`src/rtl/seq_step_pkg.sv`:
```
// Shared display helpers for seq_step_counter: segment bit order, a
// hex-to-seven-segment encoder and a binary-to-BCD converter.
package seq_step_pkg;

    // Segment bit positions inside a 7-bit digit pattern
    localparam int unsigned SEG_A = 0;
    localparam int unsigned SEG_B = 1;
    localparam int unsigned SEG_C = 2;
    localparam int unsigned SEG_D = 3;
    localparam int unsigned SEG_E = 4;
    localparam int unsigned SEG_F = 5;
    localparam int unsigned SEG_G = 6;

    // Converter is sized for the widest display (4 digits, 0..9999)
    localparam int unsigned BCD_IN_W  = 14;
    localparam int unsigned BCD_OUT_W = 16;

    // Active-high segment pattern for one hex digit
    function automatic logic [6:0] seg_encode(input logic [3:0] digit);
        logic [6:0] seg;
        seg = '0;
        unique case (digit)
            4'h0: seg = 7'h3f;
            4'h1: seg = 7'h06;
            4'h2: seg = 7'h5b;
            4'h3: seg = 7'h4f;
            4'h4: seg = 7'h66;
            4'h5: seg = 7'h6d;
            4'h6: seg = 7'h7d;
            4'h7: seg = 7'h07;
            4'h8: seg = 7'h7f;
            4'h9: seg = 7'h6f;
            4'ha: seg = 7'h77;
            4'hb: seg = 7'h7c;
            4'hc: seg = 7'h39;
            4'hd: seg = 7'h5e;
            4'he: seg = 7'h79;
            4'hf: seg = 7'h71;
            default: seg = '0;
        endcase
        return seg;
    endfunction

    // Combinational double-dabble: shift-and-add-3
    function automatic logic [BCD_OUT_W-1:0] bin_to_bcd(input logic [BCD_IN_W-1:0] bin);
        logic [BCD_OUT_W-1:0] bcd;
        bcd = '0;
        for (int i = BCD_IN_W - 1; i >= 0; i--) begin
            for (int d = 0; d < BCD_OUT_W / 4; d++) begin
                if (bcd[4*d +: 4] >= 4'd5) begin
                    bcd[4*d +: 4] = bcd[4*d +: 4] + 4'd3;
                end
            end
            bcd = {bcd[BCD_OUT_W-2:0], bin[i]};
        end
        return bcd;
    endfunction

endpackage

```
`src/rtl/key_debounce.sv`:
```
// Push-button conditioner: 2-flop synchroniser followed by a counting
// debouncer. Emits a one-cycle press pulse on an accepted 1->0 level change.
module key_debounce #(
    parameter int unsigned DEBOUNCE_CYCLES = 500000
) (
    input  logic clock,
    input  logic reset,
    input  logic key,
    output logic press
);

    localparam int unsigned CW = (DEBOUNCE_CYCLES > 1) ? $clog2(DEBOUNCE_CYCLES) : 1;
    localparam logic [CW-1:0] CNT_LAST = CW'(DEBOUNCE_CYCLES - 1);

    logic          sync1_q, sync2_q;
    logic          stable_q, stable_d;
    logic [CW-1:0] cnt_q, cnt_d;
    logic          press_q, press_d;

    // Synchroniser and debouncer state; idle level is released (1)
    always_ff @(posedge clock or negedge reset) begin
        if (!reset) begin
            sync1_q  <= 1'b1;
            sync2_q  <= 1'b1;
            stable_q <= 1'b1;
            cnt_q    <= '0;
            press_q  <= 1'b0;
        end else begin
            sync1_q  <= key;
            sync2_q  <= sync1_q;
            stable_q <= stable_d;
            cnt_q    <= cnt_d;
            press_q  <= press_d;
        end
    end

    // Count consecutive disagreeing samples; any agreement clears the count
    always_comb begin
        stable_d = stable_q;
        cnt_d    = '0;
        press_d  = 1'b0;
        if (sync2_q != stable_q) begin
            if (cnt_q == CNT_LAST) begin
                stable_d = sync2_q;
                press_d  = stable_q & ~sync2_q;
            end else begin
                cnt_d = cnt_q + 1'b1;
            end
        end
    end

    assign press = press_q;

endmodule

```
`src/rtl/seq_step_counter.sv`:
```
// Debounced bidirectional arithmetic-sequence counter with a multi-digit
// active-low seven-segment display. KEY[0] steps by STEP, KEY[1] flips the
// direction; the value wraps between INIT and TOP in both directions.
// Optional build macro LEADING_ZERO_BLANK_EN blanks leading zero digits.
module seq_step_counter
    import seq_step_pkg::*;
#(
    parameter int unsigned DIGITS          = 2,
    parameter int unsigned STEP            = 2,
    parameter int unsigned INIT            = 2,
    parameter int unsigned DEBOUNCE_CYCLES = 500000
) (
    input  logic                            clock,
    input  logic                            reset,
    input  logic [1:0]                      KEY,
    output logic [7*DIGITS-1:0]             HEX,
    output logic [$clog2(10**DIGITS)-1:0]   value,
    output logic                            down,
    output logic                            wrap
);

    localparam int unsigned VW      = $clog2(10**DIGITS);
    localparam int unsigned BW      = 4 * DIGITS;
    localparam int unsigned MAX_VAL = 10**DIGITS - 1;
    localparam int unsigned TOP     = INIT + ((MAX_VAL - INIT) / STEP) * STEP;

    logic          step_ev, dir_ev;
    logic [VW-1:0] value_q, value_d;
    logic          down_q, down_d;
    logic          wrap_q, wrap_d;
    logic [BW-1:0] bcd;

    key_debounce #(
        .DEBOUNCE_CYCLES(DEBOUNCE_CYCLES)
    ) u_key_step (
        .clock(clock),
        .reset(reset),
        .key  (KEY[0]),
        .press(step_ev)
    );

    key_debounce #(
        .DEBOUNCE_CYCLES(DEBOUNCE_CYCLES)
    ) u_key_dir (
        .clock(clock),
        .reset(reset),
        .key  (KEY[1]),
        .press(dir_ev)
    );

    // Sequence value, direction and wrap pulse
    always_ff @(posedge clock or negedge reset) begin
        if (!reset) begin
            value_q <= VW'(INIT);
            down_q  <= 1'b0;
            wrap_q  <= 1'b0;
        end else begin
            value_q <= value_d;
            down_q  <= down_d;
            wrap_q  <= wrap_d;
        end
    end

    // Step uses the current direction; a same-cycle toggle applies afterwards
    always_comb begin
        int unsigned cur;
        cur     = 32'(value_q);
        value_d = value_q;
        down_d  = down_q ^ dir_ev;
        wrap_d  = 1'b0;
        if (step_ev) begin
            if (!down_q) begin
                if (cur + STEP > TOP) begin
                    value_d = VW'(INIT);
                    wrap_d  = 1'b1;
                end else begin
                    value_d = VW'(cur + STEP);
                end
            end else begin
                if (cur < INIT + STEP) begin
                    value_d = VW'(TOP);
                    wrap_d  = 1'b1;
                end else begin
                    value_d = VW'(cur - STEP);
                end
            end
        end
    end

    assign bcd = BW'(bin_to_bcd(BCD_IN_W'(value_q)));

    // Per-digit encode, scanning from the most significant digit down
    always_comb begin
        logic [3:0] digit;
        logic [6:0] seg;
`ifdef LEADING_ZERO_BLANK_EN
        logic       lead;
        lead = 1'b1;
`endif
        HEX = '1;
        for (int d = DIGITS - 1; d >= 0; d--) begin
            digit = bcd[4*d +: 4];
            seg   = seg_encode(digit);
`ifdef LEADING_ZERO_BLANK_EN
            if (lead && digit == 4'd0 && d != 0) begin
                seg = '0;
            end else begin
                lead = 1'b0;
            end
`endif
            HEX[7*d +: 7] = ~seg;
        end
    end

    assign value = value_q;
    assign down  = down_q;
    assign wrap  = wrap_q;

endmodule

```
`config.mk`:
```
export PLATFORM = sky130hd
export DESIGN_NAME = seq_step_counter
export DESIGN_NICKNAME = d
export VERILOG_FILES = /design/src/rtl/seq_step_pkg.sv /design/src/rtl/key_debounce.sv /design/src/rtl/seq_step_counter.sv
export SDC_FILE = /design/constraint.sdc
export NUM_CORES = 1
export LEC_CHECK = 0
export BUFFER_PORTS_ARGS = -buffer_cell sky130_fd_sc_hd__buf_2
export CORE_MARGIN = 4
export CORE_UTILIZATION = 55
export CTS_CLUSTER_DIAMETER = 100
export DETAILED_ROUTE_END_ITERATION = 8
export GPL_ROUTABILITY_DRIVEN = 1
export PLACE_DENSITY = 0.78
export SLEW_MARGIN = 20
export SYNTH_ARGS = -nofsm -noshare
export SYNTH_HDL_FRONTEND = slang
export SYNTH_SLANG_ARGS = --single-unit
```
`constraint.sdc`:
```
create_clock -name clock -period 11.2 [get_ports clock]
set_input_delay 3.36 -clock clock [delete_from_list [all_inputs] [get_ports clock]]
set_output_delay 3.36 -clock clock [all_outputs]
set_load 0.02 [all_outputs]
```
==> run summary <==
STA
• final hold viol count: 0
• Tightest Pin Transition: 0.688 ns
• setup-violating endpoint count in the final report: 0
• setup total negative slack: 0 ns
• RSZ-0062 raised after global routing: false
• headroom to the max-slew limit: 0.541
• final-report max-slew violation count: 0
• maximum achievable frequency: 109 MHz
• worst setup skew after layout: 0.00735 ns
• post-route fraction of the period consumed by the critical path: 0.822
• shortest clock period the worst path allows after layout: 9.21 ns

Clock tree
• CTS Buf Count: 5
• cell chosen for the clock root: clkbuf_8
• Post-CTS Resized: 0
• TritonCTS clock tree: yes
• clk slew on worst S/H paths: 0.09 ns
• # H-tree levels: 2
• CTS hold repair buffers: 0
• total number of clock tree sinks: 54
• CTS max path bufs: 2
• Post CTS Setup Buffer Count: 0
• later-pin clock latency in the skew report: 0.30 ns

Floorplan
• row cnt: 30
• starting utilization of the core area: 0.566
• core area: 6760 um2
• I/O pins: 27
• Total Die Area: 8350 um2
• die span in y: 91.4 um
• x dimension of the die: 91.4 um

Finish
• fraction of the core area covered by cells at the end of the flow: 0.607
• combined flip-flop and latch cell area: 1360 um2
• total area of multi-input combinational cells: 2310 um2
• proportion of layout cells with a drive suffix above 1: 0.155
• number of nets in the layout: 471
• fill count: 602
• layout overhead on the synthesized area: 7.26%
• Ant. Diodes: 0

Global routing
• GR Util All Layers: 0.182
• antenna violations before repair: 0
• number of global-route vias before repair: 2965
• total congestion overflow after global routing: 0
• first-pass GRT wire length: 12900 um
• largest net degree at the start of global routing: 55

Setup path
• cell with the largest stage delay on the worst path: dfrtp_1
• length in cells of the worst reg-to-reg path: 9
• Buf/Inv on CP: 4
• Crit Reg-Reg Startpoint: value[2]
• type of destination of the critical path: output port
• worst setup path class: flop to output port
• RR Endpoint: value[3]
• ordered list of cells on the worst path: inv_1, ha_1, o21ai_1, xnor2_2, ha_1, nand2b_1, a32oi_4, xnor2_1, inv_1, ha_1, nor2b_1, o31ai_2, o21ai_0, nand4_1, xnor2_1, inv_1, ha_1, mux2i_1, o21ai_0, buf_2
• worst path required time: 7.84 ns
• crit-path leading delay family: compound AO/OA/AOI/OAI gates
• CP Launch Type: flop
• most common cell type on the critical path: ha_1
• slowest stage delay, CP: 0.61 ns
• worst reg2reg setup slack: 8.62 ns
• maximum fanout encountered on the critical timing path: 14
• data arrival time of the worst path: 5.85 ns

Synth
• count of flip-flops with a built-in enable after synthesis: 0
• top_reg_cell synth: dfrtp_1
• synthesized area divided by synthesized cell count: 9.04 um2
• Ys Warns: 0
• post-synth top area cell: dfrtp_1
• number of flip-flops and latches in the synthesized netlist: 54
• number of library cell types mapped by synthesis: 74
• post-synthesis instance area: 3820 um2
• synthesized instance count: 423
• Syn Nets: 451
• sequential area share after synthesis: 0.356
• synth cell count leaders: 72 x nor2_1, 47 x dfrtp_1, 33 x nand2_1, 24 x ha_1
• fraction of registers with async set or reset after synthesis: 1.00
• share of the synthesized area in the top cell type: 0.308
• dominant cells by area after synthesis: dfrtp_1 31%, ha_1 7.9%, nor2_1 7.1%
• most used standard cell by instance count after synthesis: nor2_1

Hold path
• worst hold path class: flop to flop
• hold path depth: 0
• Worst Min Path Start: u_key_step.sync1_q
• terminating pin of the worst hold path: u_key_step.sync2_q

Power and ir drop
• power consumption: 335 uW
• power density cells: 81.8 nW/um2
• maximum ir drop on the vdd rail: 0.106 mV
• Static Leak: 0.00187 uW

Placement
• count of buffers from port buffering: 25
• half-perimeter wire length after detailed placement: 5540 um
• Placer Congestion: 0.861

Status
• outcome: completed

Route
• DRC viols: 0
• final antenna-violating net count: 0
• Pre-Repair DR Iteration Count: 4
• routed length per instance: 14.1 um
• Starting DRT DRC Count: 85
• detail-routed via count per cell: 5.69
• detailed-route via count: 2984
• wire length reported by the detailed router: 7370 um

Flow run
• # Max-Cap Violations: 0

## report_power, final
group	internal (uW)	switching (uW)
clock network	65.8	59.1
logic	2.83	7.76
registers	198	1.92
total	267	68.8
## cells in the final DEF (no fill, tap or decap), drive strengths merged, types with 7 or more instances in the layout
cell type	count
nor2	72
dfrtp	47
nand2	34
buf	26
inv	25
ha	24
xor2	23
nand3	20
xnor2	18
nand4	10
mux2i	10
a21oi	9
o21ai	9
dfstp	7
## state kept, by name, indices dropped and copies added, names as in the netlist
name                 count
u_key_dir.cnt_q         19
u_key_step.cnt_q        19
value                    6
down                     1
u_key_dir.press          1
u_key_dir.stable_q       1
u_key_dir.sync1_q        1
u_key_dir.sync2_q        1
u_key_step.press         1
u_key_step.stable_q      1
u_key_step.sync1_q       1
u_key_step.sync2_q       1
wrap                     1
## stage by stage
step           area [um2]  setup WS (ns)  hold WS [ns]  std cells
2_1_floorplan        3820           2.84         0.345        423
3_3_place_gp         3990           2.70         0.346        516
3_5_place_dp         3990           2.39         0.347        516
4_1_cts              4100           2.06         0.361        524
5_1_grt              4100           1.40         0.365        524
6_report             4100           1.99         0.360        524
## how the worst max path moves through the flow
stage,slack (ns),startpoint,to,cells past startpoint
finish,1.99,value[5],HEX[10],20
global route,1.40,value[5],HEX[10],20
CTS,2.06,value[5],HEX[7],22
detailed placement,2.39,value[5],HEX[7],22
global placement,2.70,value[5],HEX[7],22
floorplan,2.84,value[5],HEX[8],22
## cell families after synthesis
kind of cell | Yosys count | synth area share
other | 1 | 0.000981
adder cells (fa/ha/maj) | 24 | 0.0785
AO/OA/AOI/OAI | 68 | 0.151
multiplexers | 15 | 0.0419
buffers and inverters | 38 | 0.0412
XOR/XNOR | 41 | 0.0978
AND/OR/NAND/NOR | 182 | 0.233
flip-flops | 54 | 0.356
## metal layers
layer	GRT usage	vias to the layer above	wire, um
met5	0	-	0
met1	0.229	1419	3350
met2	0.324	51	3740
li1	-	1505	-
met4	0.0465	0	65
met3	0.0265	9	208
## area by class of cell
class,count,area share
multi-input cells,331,0.562
well taps,80,0.0244
flip-flops and latches,54,0.332
inverters,25,0.0229
clock inverters,3,0.00976
clock buffers,5,0.0168
repair buffers,26,0.0323
(Power assumes the default switching activity.)
